==> src/rtl/mem_addr_stepper_if.sv <==
// Bundles the push-button inputs, timebase and address outputs of the memory-view
// address stepper. The top-level or board logic is master; the stepper is slave.
interface mem_addr_stepper_if #(
  parameter int ADDR_W = 10
);
  logic              tick;
  logic              enable;
  logic              addrI;
  logic              addrD;
  logic [ADDR_W-1:0] memAddr;
  logic              step;
  logic              busy;

  modport master (
    output tick, enable, addrI, addrD,
    input  memAddr, step, busy
  );

  modport slave (
    input  tick, enable, addrI, addrD,
    output memAddr, step, busy
  );
endinterface

==> src/rtl/mem_addr_stepper.sv <==
// Debounced, auto-repeating increment/decrement of the memory inspection address
// driven from two raw push-buttons, with wrap-around at 0 and ADDR_MAX.
module mem_addr_stepper #(
  parameter int ADDR_W         = 10,
  parameter int ADDR_MAX       = 1023,
  parameter int DEBOUNCE_TICKS = 8,
  parameter int REPEAT_DELAY   = 200,
  parameter int REPEAT_PERIOD  = 20,
  parameter int CNT_W          = 8
) (
  input  logic                clk,
  input  logic                rst,
  mem_addr_stepper_if.slave   bus
);

  typedef enum logic [2:0] {
    IDLE,
    PRESS_DB,
    HELD,
    REPEAT,
    RELEASE_DB
  } state_t;

  localparam logic [CNT_W-1:0]  DB_LAST  = CNT_W'(DEBOUNCE_TICKS - 1);
  localparam logic [CNT_W-1:0]  DLY_LAST = CNT_W'(REPEAT_DELAY - 1);
  localparam logic [CNT_W-1:0]  PER_LAST = CNT_W'(REPEAT_PERIOD - 1);
  localparam logic [ADDR_W-1:0] TOP_ADDR = ADDR_W'(ADDR_MAX);

  state_t            state_reg, state_next;
  logic [CNT_W-1:0]  cnt_reg, cnt_next;
  logic              dir_reg, dir_next;
  logic [ADDR_W-1:0] addr_reg, addr_next;
  logic              step_reg, step_next;
  logic              inc_meta_reg, inc_s_reg;
  logic              dec_meta_reg, dec_s_reg;

  logic              req, same, quiet, do_step;
  logic [ADDR_W-1:0] addr_stepped;

  always_ff @(posedge clk or posedge rst) begin
    if (rst) begin
      inc_meta_reg <= 1'b0;
      inc_s_reg    <= 1'b0;
      dec_meta_reg <= 1'b0;
      dec_s_reg    <= 1'b0;
      state_reg    <= IDLE;
      cnt_reg      <= '0;
      dir_reg      <= 1'b0;
      addr_reg     <= '0;
      step_reg     <= 1'b0;
    end else begin
      inc_meta_reg <= bus.addrI;
      inc_s_reg    <= inc_meta_reg;
      dec_meta_reg <= bus.addrD;
      dec_s_reg    <= dec_meta_reg;
      state_reg    <= state_next;
      cnt_reg      <= cnt_next;
      dir_reg      <= dir_next;
      addr_reg     <= addr_next;
      step_reg     <= step_next;
    end
  end

  // Pressing both buttons together is treated as no request at all.
  assign req   = inc_s_reg ^ dec_s_reg;
  assign same  = req & (inc_s_reg == dir_reg);
  assign quiet = ~inc_s_reg & ~dec_s_reg;

  always_comb begin
    if (dir_reg)
      addr_stepped = (addr_reg == TOP_ADDR) ? '0 : addr_reg + ADDR_W'(1);
    else
      addr_stepped = (addr_reg == '0) ? TOP_ADDR : addr_reg - ADDR_W'(1);
  end

  always_comb begin
    state_next = state_reg;
    cnt_next   = cnt_reg;
    dir_next   = dir_reg;
    do_step    = 1'b0;

    if (!bus.enable) begin
      state_next = IDLE;
      cnt_next   = '0;
    end else begin
      // Exit conditions are evaluated every clock and take precedence over a tick.
      unique case (state_reg)
        IDLE: begin
          if (req) begin
            state_next = PRESS_DB;
            cnt_next   = '0;
            dir_next   = inc_s_reg;
          end
        end
        PRESS_DB: begin
          if (!same) begin
            state_next = IDLE;
          end else if (bus.tick) begin
            if (cnt_reg == DB_LAST) begin
              do_step    = 1'b1;
              state_next = HELD;
              cnt_next   = '0;
            end else begin
              cnt_next = cnt_reg + CNT_W'(1);
            end
          end
        end
        HELD: begin
          if (!same) begin
            state_next = RELEASE_DB;
            cnt_next   = '0;
          end else if (bus.tick) begin
            if (cnt_reg == DLY_LAST) begin
              do_step    = 1'b1;
              state_next = REPEAT;
              cnt_next   = '0;
            end else begin
              cnt_next = cnt_reg + CNT_W'(1);
            end
          end
        end
        REPEAT: begin
          if (!same) begin
            state_next = RELEASE_DB;
            cnt_next   = '0;
          end else if (bus.tick) begin
            if (cnt_reg == PER_LAST) begin
              do_step  = 1'b1;
              cnt_next = '0;
            end else begin
              cnt_next = cnt_reg + CNT_W'(1);
            end
          end
        end
        RELEASE_DB: begin
          if (!quiet) begin
            cnt_next = '0;
          end else if (bus.tick) begin
            if (cnt_reg == DB_LAST)
              state_next = IDLE;
            else
              cnt_next = cnt_reg + CNT_W'(1);
          end
        end
        default: begin
          state_next = IDLE;
          cnt_next   = '0;
        end
      endcase
    end
  end

  always_comb begin
    step_next = do_step;
    if (!bus.enable)
      addr_next = '0;
    else if (do_step)
      addr_next = addr_stepped;
    else
      addr_next = addr_reg;
  end

  assign bus.memAddr = addr_reg;
  assign bus.step    = step_reg;
  assign bus.busy    = (state_reg != IDLE);

endmodule

==> src/flat_wrapper.sv <==
// flat-port wrapper written by rule: the top's interface ports become plain ports
module mem_addr_stepper_flat 
#(
  parameter int ADDR_W         = 10,
  parameter int ADDR_MAX       = 1023,
  parameter int DEBOUNCE_TICKS = 8,
  parameter int REPEAT_DELAY   = 200,
  parameter int REPEAT_PERIOD  = 20,
  parameter int CNT_W          = 8
)
  (clk, rst, bus_tick, bus_enable, bus_addrI, bus_addrD, bus_memAddr, bus_step, bus_busy);
  mem_addr_stepper_if #(.ADDR_W(ADDR_W)) bus_i ();
  input  logic clk;
  input  logic rst;
  input wire logic [$bits(bus_i.tick)-1:0] bus_tick;
  input wire logic [$bits(bus_i.enable)-1:0] bus_enable;
  input wire logic [$bits(bus_i.addrI)-1:0] bus_addrI;
  input wire logic [$bits(bus_i.addrD)-1:0] bus_addrD;
  output wire logic [$bits(bus_i.memAddr)-1:0] bus_memAddr;
  output wire logic [$bits(bus_i.step)-1:0] bus_step;
  output wire logic [$bits(bus_i.busy)-1:0] bus_busy;
  assign bus_i.tick = bus_tick;
  assign bus_i.enable = bus_enable;
  assign bus_i.addrI = bus_addrI;
  assign bus_i.addrD = bus_addrD;
  assign bus_memAddr = bus_i.memAddr;
  assign bus_step = bus_i.step;
  assign bus_busy = bus_i.busy;
  mem_addr_stepper #(.ADDR_W(ADDR_W), .ADDR_MAX(ADDR_MAX), .DEBOUNCE_TICKS(DEBOUNCE_TICKS), .REPEAT_DELAY(REPEAT_DELAY), .REPEAT_PERIOD(REPEAT_PERIOD), .CNT_W(CNT_W)) u_core (.clk(clk), .rst(rst), .bus(bus_i));
endmodule
==> config.mk <==
export PLATFORM = sky130hd
export DESIGN_NAME = mem_addr_stepper_flat
export DESIGN_NICKNAME = d
export VERILOG_FILES = /design/src/rtl/mem_addr_stepper_if.sv /design/src/rtl/mem_addr_stepper.sv /design/src/flat_wrapper.sv
export SDC_FILE = /design/constraint.sdc
export NUM_CORES = 1
export LEC_CHECK = 0
export BUFFER_PORTS_ARGS = -buffer_cell sky130_fd_sc_hd__buf_2
export CORE_MARGIN = 1
export CORE_UTILIZATION = 45
export CTS_CLUSTER_SIZE = 12
export DETAILED_ROUTE_END_ITERATION = 6
export HOLD_SLACK_MARGIN = 0.15
export PLACE_DENSITY = 0.69
export SLEW_MARGIN = 20
export SYNTH_ARGS = -nofsm -noshare
export SYNTH_HDL_FRONTEND = slang
export SYNTH_SLANG_ARGS = --single-unit
export TNS_END_PERCENT = 20
==> constraint.sdc <==
create_clock -name clk -period 2.15 [get_ports clk]
set_input_delay 0.43 -clock clk [delete_from_list [all_inputs] [get_ports clk]]
set_output_delay 0.43 -clock clk [all_outputs]
set_load 0.02 [all_outputs]
==> out/summary.md <==
• largest cells by area after synthesis: dfrtp_1 (34%), nand2_1 (4.7%), nand3_1 (3.8%), ha_1 (3.1%), a21oi_1 (2.5%)
• combinational cell fraction of total power: 36.7%
• max FFs per register: 10
• kind of critical path: register to register
• biggest area consumer among synthesized cells: dfrtp_1
• Area Growth Syn to Fin: 20.0%
• layout cells sized above 1: 26.3%
• number of placement rows: 23
• overall routed net length: 4530 um
• TritonCTS buffer count: 3
• IR Drop Worst-Case VDD: 0.000404 V
• internal power contribution: 0.903 mW
• share of the synthesized area in the top cell type: 33.9%
• buffers from clock root to sink, at most: 2
• clock sinks: 27
• Finished Layout Cells: 312
• height of the die: 68.5 um
• Switching Power: 0.467 mW
• arrival time reported for the critical path endpoint: 2.24 ns
• RSZ-0062 raised after global routing: true
• Core Footprint: 4120 um2
• leading cell types in the layout, fill and taps excluded: dfrtp_1 (27), nand2_1 (25), buf_4 (24)
• R2R Path End: u_core.bus.memAddr[8]
• warning count from the yosys run: 0
• antenna diode instance count: 0
• net total in the final layout: 274
• combined area of all synthesized cells: 1990 um2
• via total after detailed routing: 1,810
• worst endpoint required time: 2.35 ns
• grt total ovfl: 0
• CTS root buffer: clkbuf_8
• setup violation total in the final timing report: 0
• startpoint kind of the worst setup timing path: register
• share of flip-flops with an asynchronous set or reset: 100%
• Max Slew Vio Count: 0
• sum of net half-perimeters after detailed placement: 3310 um
• class of the tightest hold or removal check: input port to async pin
• starting density of the core: 48.4%
• number of antenna violations at the first check in global routing: 0
• vias in the first global route: 1,567
• cell count after synthesis: 228
• status: completed
• leading cell type in the layout, fill and taps excluded: dfrtp_1
• Sw Share: 34.1%
• headroom to the max-slew limit: 70.4%
• CTS clk-pin slew, worst paths: 0.09 ns
• number of detailed-route iterations in the first pass: 4
• worst-path maximum fanout: 7
• number of nets still failing antenna checks after routing: 0
• Final Hold Viols: 0
• count of cell types in the netlist: 61
• Residual DRC: 0
• htree depth: 1
• reported max-cap violation count: 0
• die area: 4700 um2
• register-to-register path setup slack: 0.11 ns
• pwr dens: 573 nW/um2
• PortBufs: 17
• share of the cycle needed by the critical path after routing: 95.0%
• final critical-path required period: 2.04 ns
• endpoint kind of the worst setup timing path: register
• final setup skew: 0.00149 ns
• Synth Register Bits: 27
• DRC violation total after the first TritonRoute iteration: 178
• Worst Tran Pin Value: 0.441 ns
• reported leakage power: 1.06 nW
• number of synthesized flops with an enable pin: 0
• # IOs: 18
• Clock Latency Late Sink: 0.27 ns
• global-route usage over all layers: 21.2%
• dominant synthesized flop cell: dfrtp_1
• pin count of the biggest net entering global routing: 28
• average vias per placed instance: 5.80
• Max Freq: 490 MHz
• synthesized area per cell: 8.74 um2
• fraction of the yosys area taken by sequential cells: 33.9%
• routed wirelength normalized by instance count: 14.5 um
• global placement routability congestion: 0.898
• first-pass GRT wire length: 7420 um
• cell count after placement: 307
• width of the chip: 68.5 um
• start of the worst register-to-register path: u_core.state_reg[2]
• power share of the clock group: 21.5%
• synthesized net count: 239
• r2r worst-path depth: 7
• CTS tree: built
• Setup Total Neg Slack: 0 ns
• power share of the sequential group: 41.7%
==> area by class of cell <==
class,instances,area (um2)
Clock inverter,1,7.51
Inverter,9,33.8
Clock buffer,3,41.3
Sequential cell,27,676
Timing Repair Buffer,42,285
Multi-Input combinational cell,180,1280
Tap cell,50,62.6
Fill cell,374,1720
==> through the flow <==
| step | instance area, um2 | hold WS [ns] | utilization [%] | worst slack, ns | power (mW) |
|---|---|---|---|---|---|
| after floorplan | 1990 | 0.331 | - | 0.0462 | 0.892 |
| after global placement | 2280 | 0.331 | 55.3 | 0.00267 | 1.03 |
| after detailed placement | 2280 | 0.337 | 55.3 | -0.0895 | 1.04 |
| after CTS | 2340 | 0.206 | 56.8 | 0.0317 | 1.34 |
| after global routing | 2390 | 0.217 | 58.1 | -0.0384 | 1.46 |
| final | 2390 | 0.193 | 58.1 | 0.108 | 1.37 |
==> power by group through the flow <==
| stage | Combinational (mW) | Clock [mW] | Sequential [mW] |
|---|---|---|---|
| finish | 0.503 | 0.295 | 0.572 |
| global route | 0.556 | 0.324 | 0.577 |
| CTS | 0.473 | 0.305 | 0.562 |
| detailed placement | 0.469 | 0 | 0.575 |
| global placement | 0.461 | 0 | 0.573 |
| floorplan | 0.327 | 0 | 0.564 |
==> worst max-delay path, cell delays in order (launching register included) <==
cell      delay [ns]
dfrtp_1         0.56
nor2b_1         0.14
buf_4           0.17
nand3b_1        0.17
a211oi_2        0.28
a41oi_2         0.12
or3_1           0.39
a21boi_1        0.15
==> cell usage after synthesis, types with 2 or more instances <==
| cell | n |
|---|---|
| dfrtp_1 | 27 |
| nand2_1 | 25 |
| nand3_1 | 15 |
| a21oi_1 | 10 |
| nor2_1 | 10 |
| inv_1 | 9 |
| clkbuf_1 | 8 |
| nor2b_1 | 8 |
| o21ai_0 | 7 |
| and3_1 | 5 |
| ha_1 | 5 |
| nand4_1 | 5 |
| nor3_1 | 5 |
| a31oi_1 | 4 |
| mux2i_1 | 4 |
| nand2b_1 | 4 |
| nor3b_1 | 4 |
| o211ai_1 | 4 |
| xor2_1 | 4 |
| a21boi_1 | 3 |
| a21o_1 | 3 |
| mux2_2 | 3 |
| o21ai_1 | 3 |
| or2_2 | 3 |
| a221o_1 | 2 |
| a22o_1 | 2 |
| a311o_1 | 2 |
| and2_1 | 2 |
| buf_2 | 2 |
| buf_4 | 2 |
| nand3b_1 | 2 |
| nand4b_1 | 2 |
| nor3_2 | 2 |
| o2111ai_1 | 2 |
| o311ai_1 | 2 |
| or3_1 | 2 |
| xnor2_1 | 2 |
==> worst max path at each step <==
stage / startpoint / end / slack, ns / depth (start not counted)
finish: u_core.state_reg[2] / u_core.bus.memAddr[8] / 0.11 / 7
global route: u_core.cnt_reg[1] / u_core.bus.memAddr[8] / -0.04 / 7
CTS: u_core.dec_s_reg / u_core.cnt_reg[7] / 0.03 / 8
detailed placement: u_core.inc_s_reg / u_core.bus.memAddr[8] / -0.09 / 8
global placement: u_core.inc_s_reg / u_core.cnt_reg[7] / 0.003 / 8
floorplan: u_core.inc_s_reg / u_core.cnt_reg[6] / 0.05 / 8
==> layer usage <==
metal | vias to the layer above | GRT usage (%) | share of wire [%]
li1 | 917 | - | -
met1 | 854 | 32.0 | 51
met2 | 35 | 31.5 | 45
met3 | 4 | 2.47 | 3.6
met4 | 0 | 5.99 | 0.77
met5 | - | 0 | 0
==> kinds of logic after synthesis <==
| kind of cell | after synthesis | synth area share [%] |
|---|---|---|
| AOI/OAI and AO/OA | 59 | 22.4 |
| xor gates and xnor gates | 7 | 3.45 |
| adders and majority gates | 5 | 3.14 |
| buffers and inverters | 21 | 4.46 |
| DFF | 27 | 33.9 |
| muxes | 7 | 3.71 |
| and+or+nand+nor | 102 | 28.9 |
==> repair_timing <==
action	in CTS	in global routing
cloned	0	0
endpoints found under the hold margin	0	0
setup endpoints to repair	12	16
gates resized for setup	1	9
buffers inserted	1	0
hold buffers	0	0
Note: power is estimated with default switching activity, not from simulation.
